`src/rtl/task_reg_bank_if.sv`:
```
// Request channel of task_reg_bank: a valid/ready handshake that carries
// the operation, the target channel and the operand.
interface task_reg_bank_if #(
  parameter int WIDTH  = 8,
  parameter int NUM_CH = 4
);
  localparam int CHW = ($clog2(NUM_CH) > 1) ? $clog2(NUM_CH) : 1;

  logic             req_valid;
  logic             req_ready;
  logic [1:0]       req_op;
  logic [CHW-1:0]   req_ch;
  logic [WIDTH-1:0] req_data;

  modport master (output req_valid, req_op, req_ch, req_data, input req_ready);
  modport slave  (input req_valid, req_op, req_ch, req_data, output req_ready);
endinterface

```
`src/rtl/task_reg_bank.sv`:
```
// task_reg_bank: NUM_CH x WIDTH register bank driven by a request handshake
// (WRITE / ACCUM / CLEAR_ONE / CLEAR_ALL) with a registered read-back port.
// CLEAR_ALL runs a one-channel-per-cycle sweep while requests are held off.
// Optional feature macro: TASK_REG_BANK_PARITY_EN adds a per-channel even
// parity bit, an inj_perr fault-injection input and an rd_perr output.
module task_reg_bank #(
  parameter  int WIDTH  = 8,
  parameter  int NUM_CH = 4,
  localparam int CHW    = ($clog2(NUM_CH) > 1) ? $clog2(NUM_CH) : 1
) (
  input  logic              clk,
  input  logic              rst,
  task_reg_bank_if.slave    req,
  input  logic [CHW-1:0]    rd_ch,
  output logic [WIDTH-1:0]  rd_data,
  output logic              busy,
  output logic              ovf,
  output logic              err_oob
`ifdef TASK_REG_BANK_PARITY_EN
  ,
  input  logic              inj_perr,
  output logic              rd_perr
`endif
);

  localparam logic [1:0] OP_WRITE   = 2'b00;
  localparam logic [1:0] OP_ACCUM   = 2'b01;
  localparam logic [1:0] OP_CLR_ONE = 2'b10;
  localparam logic [1:0] OP_CLR_ALL = 2'b11;

  localparam logic [CHW:0]   NUM_CH_W = (CHW+1)'(NUM_CH);
  localparam logic [CHW-1:0] LAST_CH  = CHW'(NUM_CH - 1);

  typedef enum logic {IDLE, SWEEP} state_e;

  state_e           state_q;
  logic             busy_q;
  logic [CHW-1:0]   idx_q;
  logic [WIDTH-1:0] regs_q [NUM_CH];
  logic [WIDTH-1:0] rd_data_q;
  logic             ovf_q;
  logic             err_oob_q;
`ifdef TASK_REG_BANK_PARITY_EN
  logic             par_q [NUM_CH];
  logic             rd_perr_q;
`endif

  logic             accept;
  logic             ch_ok;
  logic             rd_ok;
  logic [CHW-1:0]   ch_idx;
  logic [CHW-1:0]   rd_idx;
  logic [WIDTH:0]   acc_sum_d;

  // Ready is dropped during reset as well as during the sweep.
  assign req.req_ready = (state_q == IDLE) && !rst;
  assign accept        = req.req_valid && req.req_ready;

  // Out-of-range indices are steered to channel 0 so array reads stay in
  // bounds; the *_ok flags gate any effect they could have.
  assign ch_ok  = ({1'b0, req.req_ch} < NUM_CH_W);
  assign rd_ok  = ({1'b0, rd_ch} < NUM_CH_W);
  assign ch_idx = ch_ok ? req.req_ch : '0;
  assign rd_idx = rd_ok ? rd_ch : '0;

  // One extra bit keeps the carry out of the MSB for the overflow flag.
  assign acc_sum_d = {1'b0, regs_q[ch_idx]} + {1'b0, req.req_data};

  assign rd_data = rd_data_q;
  assign busy    = busy_q;
  assign ovf     = ovf_q;
  assign err_oob = err_oob_q;
`ifdef TASK_REG_BANK_PARITY_EN
  assign rd_perr = rd_perr_q;
`endif

  task automatic do_reset();
    for (int i = 0; i < NUM_CH; i++) begin
      regs_q[i] <= '0;
`ifdef TASK_REG_BANK_PARITY_EN
      par_q[i]  <= 1'b0;
`endif
    end
    state_q   <= IDLE;
    busy_q    <= 1'b0;
    idx_q     <= '0;
    rd_data_q <= '0;
    ovf_q     <= 1'b0;
    err_oob_q <= 1'b0;
`ifdef TASK_REG_BANK_PARITY_EN
    rd_perr_q <= 1'b0;
`endif
  endtask

  task automatic do_write(input logic [CHW-1:0] ch, input logic [WIDTH-1:0] d);
    regs_q[ch] <= d;
`ifdef TASK_REG_BANK_PARITY_EN
    // Injection flips the stored parity so the read side reports a mismatch.
    par_q[ch]  <= (^d) ^ inj_perr;
`endif
  endtask

  task automatic do_accum(input logic [CHW-1:0] ch);
    regs_q[ch] <= acc_sum_d[WIDTH-1:0];
    ovf_q      <= ovf_q | acc_sum_d[WIDTH];
`ifdef TASK_REG_BANK_PARITY_EN
    par_q[ch]  <= ^acc_sum_d[WIDTH-1:0];
`endif
  endtask

  task automatic do_clear_one(input logic [CHW-1:0] ch);
    regs_q[ch] <= '0;
`ifdef TASK_REG_BANK_PARITY_EN
    par_q[ch]  <= 1'b0;
`endif
  endtask

  task automatic do_start_sweep();
    state_q <= SWEEP;
    busy_q  <= 1'b1;
    idx_q   <= '0;
  endtask

  // Clears one channel per cycle; the last clear also returns to IDLE so
  // the whole sweep takes exactly NUM_CH cycles.
  task automatic do_sweep_step();
    do_clear_one(idx_q);
    if (idx_q == LAST_CH) begin
      state_q <= IDLE;
      busy_q  <= 1'b0;
      idx_q   <= '0;
    end else begin
      idx_q   <= idx_q + 1'b1;
    end
  endtask

  // Bank state, FSM, flags and the read-before-write read port.
  always_ff @(posedge clk) begin
    if (rst) begin
      do_reset();
    end else begin
      err_oob_q <= 1'b0;
      rd_data_q <= rd_ok ? regs_q[rd_idx] : '0;
`ifdef TASK_REG_BANK_PARITY_EN
      rd_perr_q <= rd_ok ? (par_q[rd_idx] != (^regs_q[rd_idx])) : 1'b0;
`endif
      case (state_q)
        IDLE: begin
          if (accept) begin
            if (req.req_op == OP_CLR_ALL) begin
              do_start_sweep();
            end else if (!ch_ok) begin
              err_oob_q <= 1'b1;
            end else begin
              case (req.req_op)
                OP_WRITE:   do_write(ch_idx, req.req_data);
                OP_ACCUM:   do_accum(ch_idx);
                OP_CLR_ONE: do_clear_one(ch_idx);
                default:    ;
              endcase
            end
          end
        end
        SWEEP:   do_sweep_step();
        default: state_q <= IDLE;
      endcase
    end
  end

endmodule

```
`src/flat_wrapper.sv`:
```
// flat-port wrapper written by rule: the top's interface ports become plain ports
module task_reg_bank_flat 
#(
  parameter  int WIDTH  = 8,
  parameter  int NUM_CH = 4,
  localparam int CHW    = ($clog2(NUM_CH) > 1) ? $clog2(NUM_CH) : 1
)
  (clk, rst, rd_ch, rd_data, busy, ovf, err_oob, req_req_valid, req_req_op, req_req_ch, req_req_data, req_req_ready);
  task_reg_bank_if #(.WIDTH(WIDTH), .NUM_CH(NUM_CH)) req_i ();
  input  logic clk;
  input  logic rst;
  input  logic [CHW-1:0] rd_ch;
  output logic [WIDTH-1:0] rd_data;
  output logic busy;
  output logic ovf;
  output logic err_oob;
  input wire logic [$bits(req_i.req_valid)-1:0] req_req_valid;
  input wire logic [$bits(req_i.req_op)-1:0] req_req_op;
  input wire logic [$bits(req_i.req_ch)-1:0] req_req_ch;
  input wire logic [$bits(req_i.req_data)-1:0] req_req_data;
  output wire logic [$bits(req_i.req_ready)-1:0] req_req_ready;
  assign req_i.req_valid = req_req_valid;
  assign req_i.req_op = req_req_op;
  assign req_i.req_ch = req_req_ch;
  assign req_i.req_data = req_req_data;
  assign req_req_ready = req_i.req_ready;
  task_reg_bank #(.WIDTH(WIDTH), .NUM_CH(NUM_CH)) u_core (.clk(clk), .rst(rst), .req(req_i), .rd_ch(rd_ch), .rd_data(rd_data), .busy(busy), .ovf(ovf), .err_oob(err_oob));
endmodule
```
`config.mk`:
```
export PLATFORM = sky130hd
export DESIGN_NAME = task_reg_bank_flat
export DESIGN_NICKNAME = d
export VERILOG_FILES = /design/src/rtl/task_reg_bank_if.sv /design/src/rtl/task_reg_bank.sv /design/src/flat_wrapper.sv
export SDC_FILE = /design/constraint.sdc
export NUM_CORES = 1
export LEC_CHECK = 0
export CAP_MARGIN = 20
export CORE_MARGIN = 4
export CORE_UTILIZATION = 45
export CTS_CLUSTER_DIAMETER = 200
export DETAILED_ROUTE_END_ITERATION = 7
export GPL_TIMING_DRIVEN = 0
export PLACE_DENSITY = 0.63
export SLEW_MARGIN = 20
export SYNTH_ARGS = -nofsm -noshare
export SYNTH_HDL_FRONTEND = slang
export SYNTH_SLANG_ARGS = --single-unit
```
`constraint.sdc`:
```
create_clock -name clk -period 4.6 [get_ports clk]
set_clock_uncertainty 0.1 [all_clocks]
set_input_delay 0.92 -clock clk [delete_from_list [all_inputs] [get_ports clk]]
set_output_delay 0.92 -clock clk [all_outputs]
set_load 0.01 [all_outputs]
```
==> flow_summary.json <==
{
  "hold_depth": 2,
  "worstPathRequired_ns": 4.64,
  "diodes": 0,
  "dp_hpwl_mm": 6.50,
  "syn_avg_cell_area_um2": 9.05,
  "syn_to_final_growth_pct": 13.7,
  "period_share_pct": 90.7,
  "layout_min_cycle_time_ns": 4.17,
  "synth_top_area_share_pct": 30.3,
  "grt_pass1_vias": 2601,
  "die-area_um2": 7980,
  "drt_wl_total_mm": 8.72,
  "cts_resized": 0,
  "track_usage_pct": 23.1,
  "finalSetupViolCount": 0,
  "hold_slack_ns": 0.389,
  "postCtsHoldBufs": 0,
  "via_per_inst": 6.35,
  "finalHoldViolations": 0,
  "clock_latency_ns": 0.30,
  "synth.cell_area_um2": 2980,
  "p_leak_uw": 0.00122,
  "r2r_end": "u_core.regs_q[13]$_SDFFE_PP0P_",
  "synth_edf_count": 0,
  "hp-start": "u_core.regs_q[24]$_SDFFE_PP0P_",
  "worstSetupStartpoint": "req_req_ch[0]",
  "drt_iter0_drc": 206,
  "grt_start_max_net_pins": 16,
  "root_buffer": "clkbuf_8",
  "startpoint_type": "primary input",
  "fin_nets": 392,
  "port_buffers": 22,
  "clk_pin_slew_worst_paths_ns": 0.09,
  "crit_chain": "buf_4 -> clkbuf_1 -> mux4_2 -> ha_1 -> a211oi_1 -> nor3_1 -> o21ai_0 -> mux2i_1 -> a2111oi_0",
  "start_util_pct": 46.6,
  "setup_ws_ns": 0.426,
  "fillerInstances": 599,
  "post-cts-setup-buffers": 0,
  "r2r_start": "u_core.regs_q[2]$_SDFFE_PP0P_",
  "critical_path_arrival_ns": 4.22,
  "cts_sinks": 45,
  "cts_buffers": 5,
  "layout_commonest_cell": "dfxtp_1",
  "drv_slew": 0,
  "post_route_cells_drive_above_1_share_pct": 11.4,
  "ys.flop_type": "dfxtp_1",
  "io_pins": 29,
  "ys_seq_area_share_pct": 30.3,
  "cap_viol_max_count": 0,
  "die_h_um": 89.3,
  "crit_type": "primary input to register",
  "cpMaxStageDelayCell": "mux4_2",
  "slew_headroom_pct": 48.7,
  "synth_nets": 363,
  "power.density_nw_per_um2": 243,
  "ant_nets": 0,
  "ys_warn_count": 0,
  "min_to": "u_core.regs_q[24]$_SDFFE_PP0P_",
  "wl_per_cell_um": 20.0,
  "row_count": 29,
  "antenna_found_initial": 0,
  "vdd_drop_max_mv": 0.143,
  "r2r_cells": 7,
  "vias": 2770,
  "cts_tree": "built",
  "synthDistinctLibCells": 56,
  "drc": 0,
  "rsz0062_at_grt": "false",
  "place_ws_ns": 0.135,
  "cts_max_level": 2,
  "path_max_fanout": 10,
  "tns_ns": 0,
  "postSynth.asyncResetShare_pct": 0,
  "critPathMaxStageDelay_ns": 0.65,
  "grt_pass1_wl_mm": 13.9,
  "clock.fmax_ghz": 0.240,
  "worstMarginPinSlew_ns": 0.769,
  "status": "completed",
  "core_area_um2": 6390,
  "yosys.area.top_type": "dfxtp_1",
  "die_w_um": 89.3,
  "final_cell_mix": "45 x dfxtp_1, 41 x nand2_1, 27 x o21ai_0",
  "syn_inst": 329,
  "synthTopCellsByArea": "dfxtp_1 30%, mux4_2 12%, ha_1 6.7%",
  "ys_ff_latch": 45,
  "finalWeightedCongestion": 0.949,
  "cp-end-kind": "register",
  "rrSetupSlack_ns": 1.53,
  "drt-pass1-iter-count": 4,
  "min_path_type": "register to register",
  "clock_path_buffers": 2,
  "grt_overflow_total": 0
}
[sequential cells by signal, indices dropped and copies added, names as in the netlist]
register	count
u_core.ovf	1
u_core.idx_q	2
u_core.rd_data	8
u_core.busy	1
u_core.state_q	1
u_core.regs_q	32
[worst max path at each step]
stage,cells past startpoint,endpoint,slack [ns]
5_1_grt,9,u_core.regs_q[13]$_SDFFE_PP0P_,0.13
6_report,9,u_core.regs_q[23]$_SDFFE_PP0P_,0.43
4_1_cts,9,u_core.regs_q[23]$_SDFFE_PP0P_,0.44
2_1_floorplan,10,u_core.regs_q[12]$_SDFFE_PP0P_,0.64
3_3_place_gp,9,u_core.regs_q[29]$_SDFFE_PP0P_,0.14
3_5_place_dp,9,u_core.regs_q[23]$_SDFFE_PP0P_,0.13
[worst max-delay path, delay by kind of cell]
family | cells | cell delay [ns]
multiplexers | 2 | 1.20
AND/OR/NAND/NOR | 1 | 0.12
adder cells (fa/ha/maj) | 1 | 0.32
buffers and inverters | 2 | 0.72
AO/OA/AOI/OAI | 3 | 0.92
[metal layers]
| metal | wire length [um] | GRT usage (%) | share of wire, % |
|---|---|---|---|
| met1 | 3980 | 33.0 | 46 |
| met4 | 185 | 6.90 | 2.1 |
| met2 | 3890 | 35.2 | 45 |
| met3 | 668 | 4.79 | 7.7 |
| met5 | 0 | 0 | 0 |
[per-stage QoR]
stage | utilization (%) | cell area, um2 | power, uW | std cells
floorplan | - | 2980 | 517 | 329
detailed placement | 51.6 | 3290 | 572 | 428
global placement | 51.6 | 3290 | 570 | 428
finish | 53.0 | 3380 | 822 | 436
CTS | 53.0 | 3380 | 824 | 436
global route | 53.0 | 3380 | 860 | 436
[power by group]
part           switching [uW]  leakage (uW)  internal, uW
registers                4.04      0.000363           394
logic                     105      0.000808          62.2
clock network             148     0.0000445           108
[kinds of logic after synthesis]
group,Yosys count,share of synthesized area (%)
AO/OA/AOI/OAI,109,26.1
XOR/XNOR,3,0.883
adder cells (fa/ha/maj),17,7.40
buffers and inverters,31,4.50
flip-flops,45,30.3
multiplexers,19,13.1
other,1,0.126
AND/OR/NAND/NOR,104,17.7
[synth_stat cells (all sizes together) (3+ instances only)]
| cell type | count |
|---|---|
| dfxtp | 45 |
| nand2 | 41 |
| o21ai | 29 |
| nor2 | 19 |
| ha | 16 |
| mux4 | 16 |
| clkbuf | 15 |
| a21oi | 13 |
| nor2b | 13 |
| buf | 9 |
| a32o | 8 |
| a32oi | 7 |
| inv | 7 |
| a211oi | 6 |
| a21o | 6 |
| a221oi | 6 |
| and2 | 6 |
| a22oi | 5 |
| nand3 | 5 |
| o211ai | 4 |
| o22ai | 4 |
| o2bb2ai | 4 |
| and3 | 3 |
| mux2i | 3 |
| nor3 | 3 |
| or2 | 3 |
| or3 | 3 |
[final cells by class]
type | count | area (um2) | area share [%]
repair buffers | 22 | 220 | 6.51
multi-input cells | 253 | 1940 | 57.4
clock inverters | 3 | 21.3 | 0.629
clock buffers | 5 | 68.8 | 2.03
plain buffers | 24 | 108 | 3.18
well taps | 77 | 96.3 | 2.85
flip-flops and latches | 45 | 901 | 26.6
inverters | 7 | 26.3 | 0.777
Power figures use the tool's default switching activity.
